===== config.mk =====
export PLATFORM = sky130hd
export DESIGN_NAME = snake_move_scheduler
export DESIGN_NICKNAME = d
export VERILOG_FILES = /design/src/rtl/snake_pkg.sv /design/src/rtl/snake_move_scheduler_tick_gen.sv /design/src/rtl/snake_move_scheduler.sv
export SDC_FILE = /design/constraint.sdc
export NUM_CORES = 1
export LEC_CHECK = 0
export CAP_MARGIN = 20
export CORE_MARGIN = 4
export CORE_UTILIZATION = 25
export CTS_BUF_LIST = sky130_fd_sc_hd__clkbuf_16
export DETAILED_ROUTE_END_ITERATION = 16
export PLACE_DENSITY = 0.47
export SKIP_CTS_REPAIR_TIMING = 1
export SYNTH_ARGS = -nofsm -noshare
export SYNTH_HDL_FRONTEND = slang
export SYNTH_SLANG_ARGS = --single-unit

===== constraint.sdc =====
create_clock -name clk -period 5.02 [get_ports clk]
set_clock_uncertainty 0.1 [all_clocks]
set_input_delay 1.004 -clock clk [delete_from_list [all_inputs] [get_ports clk]]
set_output_delay 1.004 -clock clk [all_outputs]
set_load 0.05 [all_outputs]

===== src/rtl/snake_pkg.sv =====
// Shared types and constants for the three-snake LED lane scheduler.
// Snake A has length 1, B has length 2, C has length 3.
package snake_pkg;

    typedef enum logic [1:0] {
        IDLE,
        CALC,
        COMMIT
    } state_t;

    localparam logic DIR_LEFT  = 1'b1;
    localparam logic DIR_RIGHT = 1'b0;

    localparam int L_A = 1;
    localparam int L_B = 2;
    localparam int L_C = 3;

    localparam int OFF_A0 = 15;
    localparam int OFF_B0 = 10;
    localparam int OFF_C0 = 0;

endpackage


===== src/rtl/snake_move_scheduler_tick_gen.sv =====
// Clock-enable tick generator: one-cycle pulse every PER enabled cycles.
// The counter freezes while en is low, so no tick is produced then.
module tick_gen
    import snake_pkg::*;
#(
    parameter int PER = 16
) (
    input  logic clk,
    input  logic rst,
    input  logic en,
    output logic tick
);

    localparam int CW = (PER > 1) ? $clog2(PER) : 1;

    logic [CW-1:0] cnt;

    assign tick = en && (cnt == CW'(PER - 1));

    // Count enabled cycles and wrap on the tick cycle.
    always_ff @(posedge clk or negedge rst) begin
        if (!rst) begin
            cnt <= '0;
        end else if (en) begin
            cnt <= tick ? '0 : cnt + CW'(1);
        end
    end

endmodule


===== src/rtl/snake_move_scheduler.sv =====
// Round-robin move scheduler for three snakes sharing one LED lane.
// Each granted move is wall/collision checked against committed state.
module snake_move_scheduler
    import snake_pkg::*;
#(
    parameter int W     = 16,
    parameter int PER_A = 16777216,
    parameter int PER_B = 33554432,
    parameter int PER_C = 67108864
) (
    input  logic         clk,
    input  logic         rst,
    input  logic         en,
    output logic [W-1:0] led,
    output logic         busy,
    output logic [2:0]   grant,
    output logic [2:0]   dir,
    output logic [2:0]   overrun
);

    localparam int OW = $clog2(W);

    function automatic logic [1:0] len_of(input int k);
        return (k == 0) ? 2'(L_A) : (k == 1) ? 2'(L_B) : 2'(L_C);
    endfunction

    function automatic logic [W-1:0] mask_of(
        input logic [OW-1:0] o,
        input logic [1:0]    len
    );
        logic [W-1:0] m;
        m = '0;
        for (int i = 0; i < 3; i++) begin
            if (i < int'(len)) m[i] = 1'b1;
        end
        return m << o;
    endfunction

    state_t        state_q, state_d;
    logic [1:0]    win_q, win_d;
    logic [1:0]    ptr_q, ptr_d;
    logic [OW-1:0] cand_q, cand_d;
    logic          cdir_q, cdir_d;
    logic [2:0]    pend_q;
    logic [2:0]    tick;
    logic [OW-1:0] off_q [3];

    logic          pick_ok;
    logic [1:0]    pick_idx;
    logic [OW-1:0] win_off;
    logic          win_dir;
    logic [1:0]    win_len;
    logic [OW-1:0] lim;
    logic [W-1:0]  others;
    logic          blocked;

    tick_gen #(.PER(PER_A)) u_tick_a (
        .clk  (clk),
        .rst  (rst),
        .en   (en),
        .tick (tick[0])
    );

    tick_gen #(.PER(PER_B)) u_tick_b (
        .clk  (clk),
        .rst  (rst),
        .en   (en),
        .tick (tick[1])
    );

    tick_gen #(.PER(PER_C)) u_tick_c (
        .clk  (clk),
        .rst  (rst),
        .en   (en),
        .tick (tick[2])
    );

    // First pending snake scanning ptr, ptr+1, ptr+2 (mod 3).
    always_comb begin
        logic [2:0] s;
        pick_ok  = 1'b0;
        pick_idx = ptr_q;
        s        = '0;
        for (int i = 2; i >= 0; i--) begin
            s = {1'b0, ptr_q} + 3'(i);
            if (s > 3'd2) s = s - 3'd3;
            if (pend_q[s[1:0]]) begin
                pick_ok  = 1'b1;
                pick_idx = s[1:0];
            end
        end
    end

    // Winner's state, its wall limit and the mask of the other two snakes.
    always_comb begin
        win_off = '0;
        win_dir = 1'b0;
        win_len = 2'd1;
        others  = '0;
        for (int i = 0; i < 3; i++) begin
            if (win_q == 2'(i)) begin
                win_off = off_q[i];
                win_dir = dir[i];
                win_len = len_of(i);
            end else begin
                others = others | mask_of(off_q[i], len_of(i));
            end
        end
        lim     = OW'(W - int'(win_len));
        blocked = |(mask_of(cand_q, win_len) & others);
    end

    // Candidate step, reversing at either wall.
    always_comb begin
        cand_d = cand_q;
        cdir_d = cdir_q;
        if (state_q == CALC) begin
            if (win_dir == DIR_LEFT) begin
                if (win_off < lim) begin
                    cand_d = win_off + OW'(1);
                    cdir_d = DIR_LEFT;
                end else begin
                    cand_d = win_off - OW'(1);
                    cdir_d = DIR_RIGHT;
                end
            end else begin
                if (win_off != '0) begin
                    cand_d = win_off - OW'(1);
                    cdir_d = DIR_RIGHT;
                end else begin
                    cand_d = win_off + OW'(1);
                    cdir_d = DIR_LEFT;
                end
            end
        end
    end

    // Next-state and grant decode for the IDLE/CALC/COMMIT sequence.
    always_comb begin
        state_d = state_q;
        win_d   = win_q;
        ptr_d   = ptr_q;
        grant   = '0;
        busy    = (state_q != IDLE);
        unique case (state_q)
            IDLE: begin
                if (en && pick_ok) begin
                    win_d   = pick_idx;
                    state_d = CALC;
                end
            end
            CALC: begin
                state_d = COMMIT;
            end
            COMMIT: begin
                grant   = 3'b001 << win_q;
                ptr_d   = (win_q == 2'd2) ? 2'd0 : win_q + 2'd1;
                state_d = IDLE;
            end
            default: begin
                state_d = IDLE;
            end
        endcase
    end

    // Scheduler registers.
    always_ff @(posedge clk or negedge rst) begin
        if (!rst) begin
            state_q <= IDLE;
            win_q   <= '0;
            ptr_q   <= '0;
            cand_q  <= '0;
            cdir_q  <= 1'b0;
        end else begin
            state_q <= state_d;
            win_q   <= win_d;
            ptr_q   <= ptr_d;
            cand_q  <= cand_d;
            cdir_q  <= cdir_d;
        end
    end

    // Pending requests; a tick landing on its own commit is a fresh request.
    always_ff @(posedge clk or negedge rst) begin
        if (!rst) begin
            pend_q  <= '0;
            overrun <= '0;
        end else begin
            pend_q  <= (pend_q & ~grant) | tick;
            overrun <= overrun | (tick & pend_q & ~grant);
        end
    end

    // Commit the winner's move, or turn it around when blocked.
    always_ff @(posedge clk or negedge rst) begin
        if (!rst) begin
            off_q[0] <= OW'(OFF_A0);
            off_q[1] <= OW'(OFF_B0);
            off_q[2] <= OW'(OFF_C0);
            dir      <= {DIR_LEFT, DIR_RIGHT, DIR_RIGHT};
        end else if (state_q == COMMIT) begin
            for (int i = 0; i < 3; i++) begin
                if (win_q == 2'(i)) begin
                    if (!blocked) begin
                        off_q[i] <= cand_q;
                        dir[i]   <= cdir_q;
                    end else begin
                        dir[i]   <= ~cdir_q;
                    end
                end
            end
        end
    end

    // Lane image from the committed offsets.
    always_comb begin
        led = '0;
        for (int i = 0; i < 3; i++) begin
            led = led | mask_of(off_q[i], len_of(i));
        end
    end

endmodule


==> results.cfg, run 1 <==
[timing]
slew_violations = 0
fmax_ghz = 0.242
fin_crit_ps = 4130
fin_setup_tns_ps = 0
worstMarginPinSlew_ps = 804
rsz0062_at_grt = no
timing.final.crit_share = 0.823
timing.final.ws_setup_ps = 887
setup_violations = 0
slew_headroom = 0.464
hold_violations = 0

[yosys]
synth_largest_type_area_fraction = 0.385
syn_area_mm2 = 0.00650
synth_ff_type = dfrtp_1
syn_nets = 749
avgSynthCellArea_um2 = 8.95
synth.most_common_cell = dfrtp_1
synth_edf_count = 0
synth_cell_types = 62
yosys_warnings = 0
synth_largest_area_cell = dfrtp_1
synth_seq_cells = 107
ys_seq_area_frac = 0.413
netlist_top_cells_area = dfrtp_1 (38%), nand2_1 (5.4%), xnor2_1 (5.3%)
synth_common_cells = dfrtp_1 (100), nand2_1 (94), nor2_1 (69)
synthCells = 726
async_flop_share = 1.00

[finish]
drive_above_1_share = 0.0735
fin_cells = 1065
nNetsFinal = 754
n_fill_cell = 2734
utilization = 0.288
insertedDiodeCount = 0
area_delta_synth_final_pct = 12.7

[outcome]
run_status = completed

[worst_setup_path]
required_ps = 3920
worstPathArrival_ps = 3030
crit_slowest_cell = clkdlybuf4s50_1
cp-start-kind = flop
critPathTopFamily = buffers and inverters
cp_num_buf_inv = 2
critical_path_class = reg -> out
path_cells = clkinv_1 > ha_1 > mux2i_1 > o32a_1 > o21ai_0 > clkdlybuf4s50_1
critPathMaxStageDelay_ps = 710
cp_max_fo = 13
end_kind = primary output

[global_route]
overflow = 0
grt_pass1_wl_um = 26800
antenna_found_initial = 0
grt.total_usage = 0.113
grt_pass1_vias = 5199
grt_start_max_net_pins = 42

[floorplanning]
pin_count = 29
rows = 58
die_width_um = 169
core_mm2 = 0.0254
start_util = 0.256
die_h_um = 169
fp.dieArea_mm2 = 0.0286

[pwr]
powerDensity_mw_per_mm2 = 249
p_comb_frac = 0.088
power.internal_mw = 1.35
share_seq_of_total_power = 0.552
p_clk_frac = 0.360
p_sw_uw = 472
power_leakage_nw = 3.07
max-vdd-ir-drop_mv = 0.183
switching_share = 0.259

[routing]
via_per_inst = 4.85
wl_per_cell_um = 14.7
dr_wl_met2_um = 6860
wl_um = 15600
dr.pass1.iters = 5
dr_wl_met3_um = 756
wl_met1_um = 7680
dr_total_vias = 5163
dr.max_layer_used = met4
drt-initial-drc-count = 387
ant_nets = 0
drc = 0

[placement]
gp_congestion = 0.867
hpwl_um = 10900
pre_cts_slack_ps = 1050
numPortBuffers = 28
placedCellCount = 1050

[clock_tree]
insertion_delay_ps = 340
root_buffer = clkbuf_16
cts-buffers-inserted = 9
clk_pin_slew_ps = 70
clock_sinks = 107
cts_tree = yes
cts_max_path_buffers = 2
h-tree-depth = 3

[run]
cap_violations = 0

[min_path]
hold_class = reg -> reg
## through the flow
step / instance area [um^2] / hold slack (ps) / power, mW
floorplan: 6500 / 334 / 1.13
global placement: 7060 / 354 / 1.18
detailed placement: 7060 / 351 / 1.18
CTS: 7320 / 363 / 1.85
global route: 7320 / 384 / 1.92
finish: 7320 / 361 / 1.82
## power by group through the flow
| stage | logic [mW] | registers [mW] | clock network [mW] |
|---|---|---|---|
| floorplan | 0.122 | 1.00 | 0 |
| global placement | 0.161 | 1.02 | 0 |
| detailed placement | 0.164 | 1.02 | 0 |
| CTS | 0.164 | 1.00 | 0.684 |
| global route | 0.190 | 1.02 | 0.714 |
| finish | 0.160 | 1.00 | 0.656 |
## layer usage
layer  global-route usage  vias to the layer above
met3               0.0217                       26
li1                     -                     2564
met1                0.157                     2447
met4               0.0417                        0
met2                0.175                      126
met5                    0                        -
## final cells by class
class / instances / area [um^2] / area share
Multi-Input combinational cell: 548 / 3520 / 0.480
Sequential cell: 107 / 2690 / 0.367
Tap cell: 330 / 413 / 0.0564
Timing Repair Buffer: 34 / 323 / 0.0441
Clock buffer: 9 / 225 / 0.0308
Inverter: 31 / 116 / 0.0159
Clock inverter: 6 / 42.5 / 0.00581
## cell families after synthesis
group | count (synthesis) | share of synthesized area
AND/OR/NAND/NOR | 297 | 0.229
multiplexers | 17 | 0.0291
buffers and inverters | 71 | 0.0456
AO/OA/AOI/OAI | 150 | 0.158
adder cells (fa/ha/maj) | 20 | 0.0385
flip-flops | 107 | 0.413
XOR/XNOR | 64 | 0.0862
## path summary, 6_finish.rpt
kind                                        from               end  slack [ps]  cells past startpoint
worst max-delay path                    off_q[5]           led[12]         890                      6
worst min-delay path            u_tick_b.cnt[24]  u_tick_b.cnt[24]         360                      1
worst max register to register          win_q[1]         cand_q[1]        1360                     14
worst min register to register  u_tick_b.cnt[24]  u_tick_b.cnt[24]         360                      1
max in group asynchronous                    rst  u_tick_a.cnt[20]        3380                      2
min in group asynchronous                    rst  u_tick_b.cnt[17]         520                      1
## sequential cells by signal, indices dropped and copies added, names as in the netlist
| name | count |
|---|---|
| win_q | 2 |
| ptr_q | 2 |
| u_tick_c.cnt | 26 |
| u_tick_a.cnt | 24 |
| dir | 3 |
| overrun | 3 |
| u_tick_b.cnt | 25 |
| cdir_q | 1 |
| state_q | 2 |
| cand_q | 4 |
| pend_q | 3 |
| off_q | 12 |
## layout by cell type (no fill, tap or decap), types with 6 or more instances in the layout
master           count
o22ai_1              8
dfstp_2              7
nor2_1              69
nand3_1             21
inv_1               31
nand3b_1             7
nor3_1              13
o21ai_0             36
a21o_1               6
clkdlybuf4s50_1     27
and3_1              20
or3_1                7
nand4_1             16
xnor2_1             39
ha_1                20
mux2_2              15
xor2_1              25
nand2_1             94
dfrtp_1            100
o221ai_1             6
nor2b_1             17
clkbuf_16            9
a32oi_1              7
buf_4                7
a31oi_1             10
a21oi_1             21
nand2b_1            11
a22oi_1             13
No activity file was read; power rests on OpenSTA's default activity.
==> run 2: changes to the inputs <==
- PLACE_DENSITY: 0.47 -> 0.48
- clock period: 5.02 -> 3.65 ns (I/O delays scaled with it)
==> run 2 against run 1 <==
Effect of this change:
- setup slack got worse by 750 ps
- final cell count increased by 1.8%
- hold slack worse by 0.83 ps
- critical endpoint is now led[2]
- non-clock buffer count grew 18
- highest routed layer unchanged
==> results.cfg, run 2 (synthesis results as in run 1) <==
[timing]
setup_violations = 0
hold_violations = 0
worstMarginPinSlew_ps = 822
rsz0062_at_grt = no
slew_headroom = 0.452
fin_crit_ps = 3510
timing.final.crit_share = 0.961
slew_violations = 0
fin_setup_tns_ps = 0
fmax_ghz = 0.285

[clock_tree]
root_buffer = clkbuf_16
h-tree-depth = 3
insertion_delay_ps = 350
clk_pin_slew_ps = 70
cts_tree = yes
cts-buffers-inserted = 9
cts_max_path_buffers = 2
clock_sinks = 107

[worst_setup_path]
critical_path_class = reg -> out
end_kind = primary output
cp-start-kind = flop
cp_max_fo = 13
required_ps = 2820
reg2regPathDepth = 8
worstPathArrival_ps = 2680

[routing]
wl_per_cell_um = 14.7
dr.pass1.iters = 5
drt-initial-drc-count = 509
drc = 0
ant_nets = 0
wl_um = 15900
via_per_inst = 4.90
dr_total_vias = 5316

[placement]
dpl-instance-area_mm2 = 0.00721
gp_congestion = 0.912
numPortBuffers = 28
placedCellCount = 1068
hpwl_um = 11200

[floorplanning]
start_util = 0.256
core_mm2 = 0.0254
pin_count = 29
die_width_um = 169
die_h_um = 169
fp.dieArea_mm2 = 0.0286
rows = 58

[finish]
nNetsFinal = 772
mostFrequentLayoutCell = dfrtp_1
top_regs = u_tick_c.cnt (26), u_tick_b.cnt (25), u_tick_a.cnt (24)
area_delta_synth_final_pct = 15.8
design_area_mm2 = 0.00753
layout_common_cells = dfrtp_1 (100), nand2_1 (94), nor2_1 (69), xnor2_1 (39), o21ai_0 (36)
fin_cells = 1084
top_register = u_tick_c.cnt
drive_above_1_share = 0.102
insertedDiodeCount = 0
largest_reg_flops = 26

[global_route]
grt.total_usage = 0.113
grt_pass1_wl_um = 26900
grt_start_max_net_pins = 62
antenna_found_initial = 0
grt_pass1_vias = 5247
overflow = 0

[pwr]
power_mw = 2.59
powerDensity_mw_per_mm2 = 344
max-vdd-ir-drop_mv = 0.184
power_leakage_nw = 3.30

[min_path]
hold_class = reg -> reg
hold_depth = 1

[run]
cap_violations = 0

[outcome]
run_status = completed
==> run 2: cell count changes in the layout (fill, tap and decap cells not counted), sizes merged <==
| cell | before | now |
|---|---|---|
| clkinv | 2 | 4 |
| clkdlybuf4s50 | 27 | 20 |
| bufinv | 0 | 1 |
| clkinvlp | 2 | 0 |
| buf | 7 | 26 |
| dlymetal6s2s | 0 | 6 |
==> run 2: area by class of cell <==
class                   instances  area [um^2]
fillers                      2712        17900
flip-flops and latches        107         2690
repair buffers                 52          495
multi-input cells             548         3530
well taps                     330          413
inverters                      31          116
clock inverters                 7         67.6
clock buffers                   9          225
==> run 2: critical path, cell delays in order, from the launching register on <==
cell,delay (ps)
dfstp_2,730
clkinv_1,140
ha_1,510
nand2_1,80
nand2_1,70
clkdlybuf4s50_1,800
==> run 2: routing by layer <==
layer	global-route usage	routed length, um	part of all wire	vias up
li1	-	-	-	2600
met1	0.153	7750	0.49	2523
met2	0.178	6960	0.44	153
met3	0.0240	833	0.052	40
met4	0.0452	395	0.025	0
met5	0	0	0	-
==> run 2: power by group <==
group          internal (mW)  switching, mW
clock network          0.533          0.453
logic                  0.108          0.112
registers               1.29         0.0951
==> run 2: per-stage QoR <==
stage | utilization | worst slack (ps) | hold WS, ps
global route | 0.296 | 13.1 | 380
detailed placement | 0.284 | 241 | 352
CTS | 0.296 | -51.5 | 363
global placement | 0.284 | 296 | 347
finish | 0.296 | 141 | 360
floorplan | - | 207 | 334
==> run 2: worst paths after layout <==
kind / start / end / slack [ps]
worst max-delay path: off_q[5] / led[2] / 140
worst min-delay path: u_tick_b.cnt[24] / u_tick_b.cnt[24] / 360
worst max register to register: off_q[5] / off_q[4] / 400
worst min register to register: u_tick_b.cnt[24] / u_tick_b.cnt[24] / 360
max in group asynchronous: rst / u_tick_a.cnt[23] / 2340
min in group asynchronous: rst / u_tick_c.cnt[20] / 370
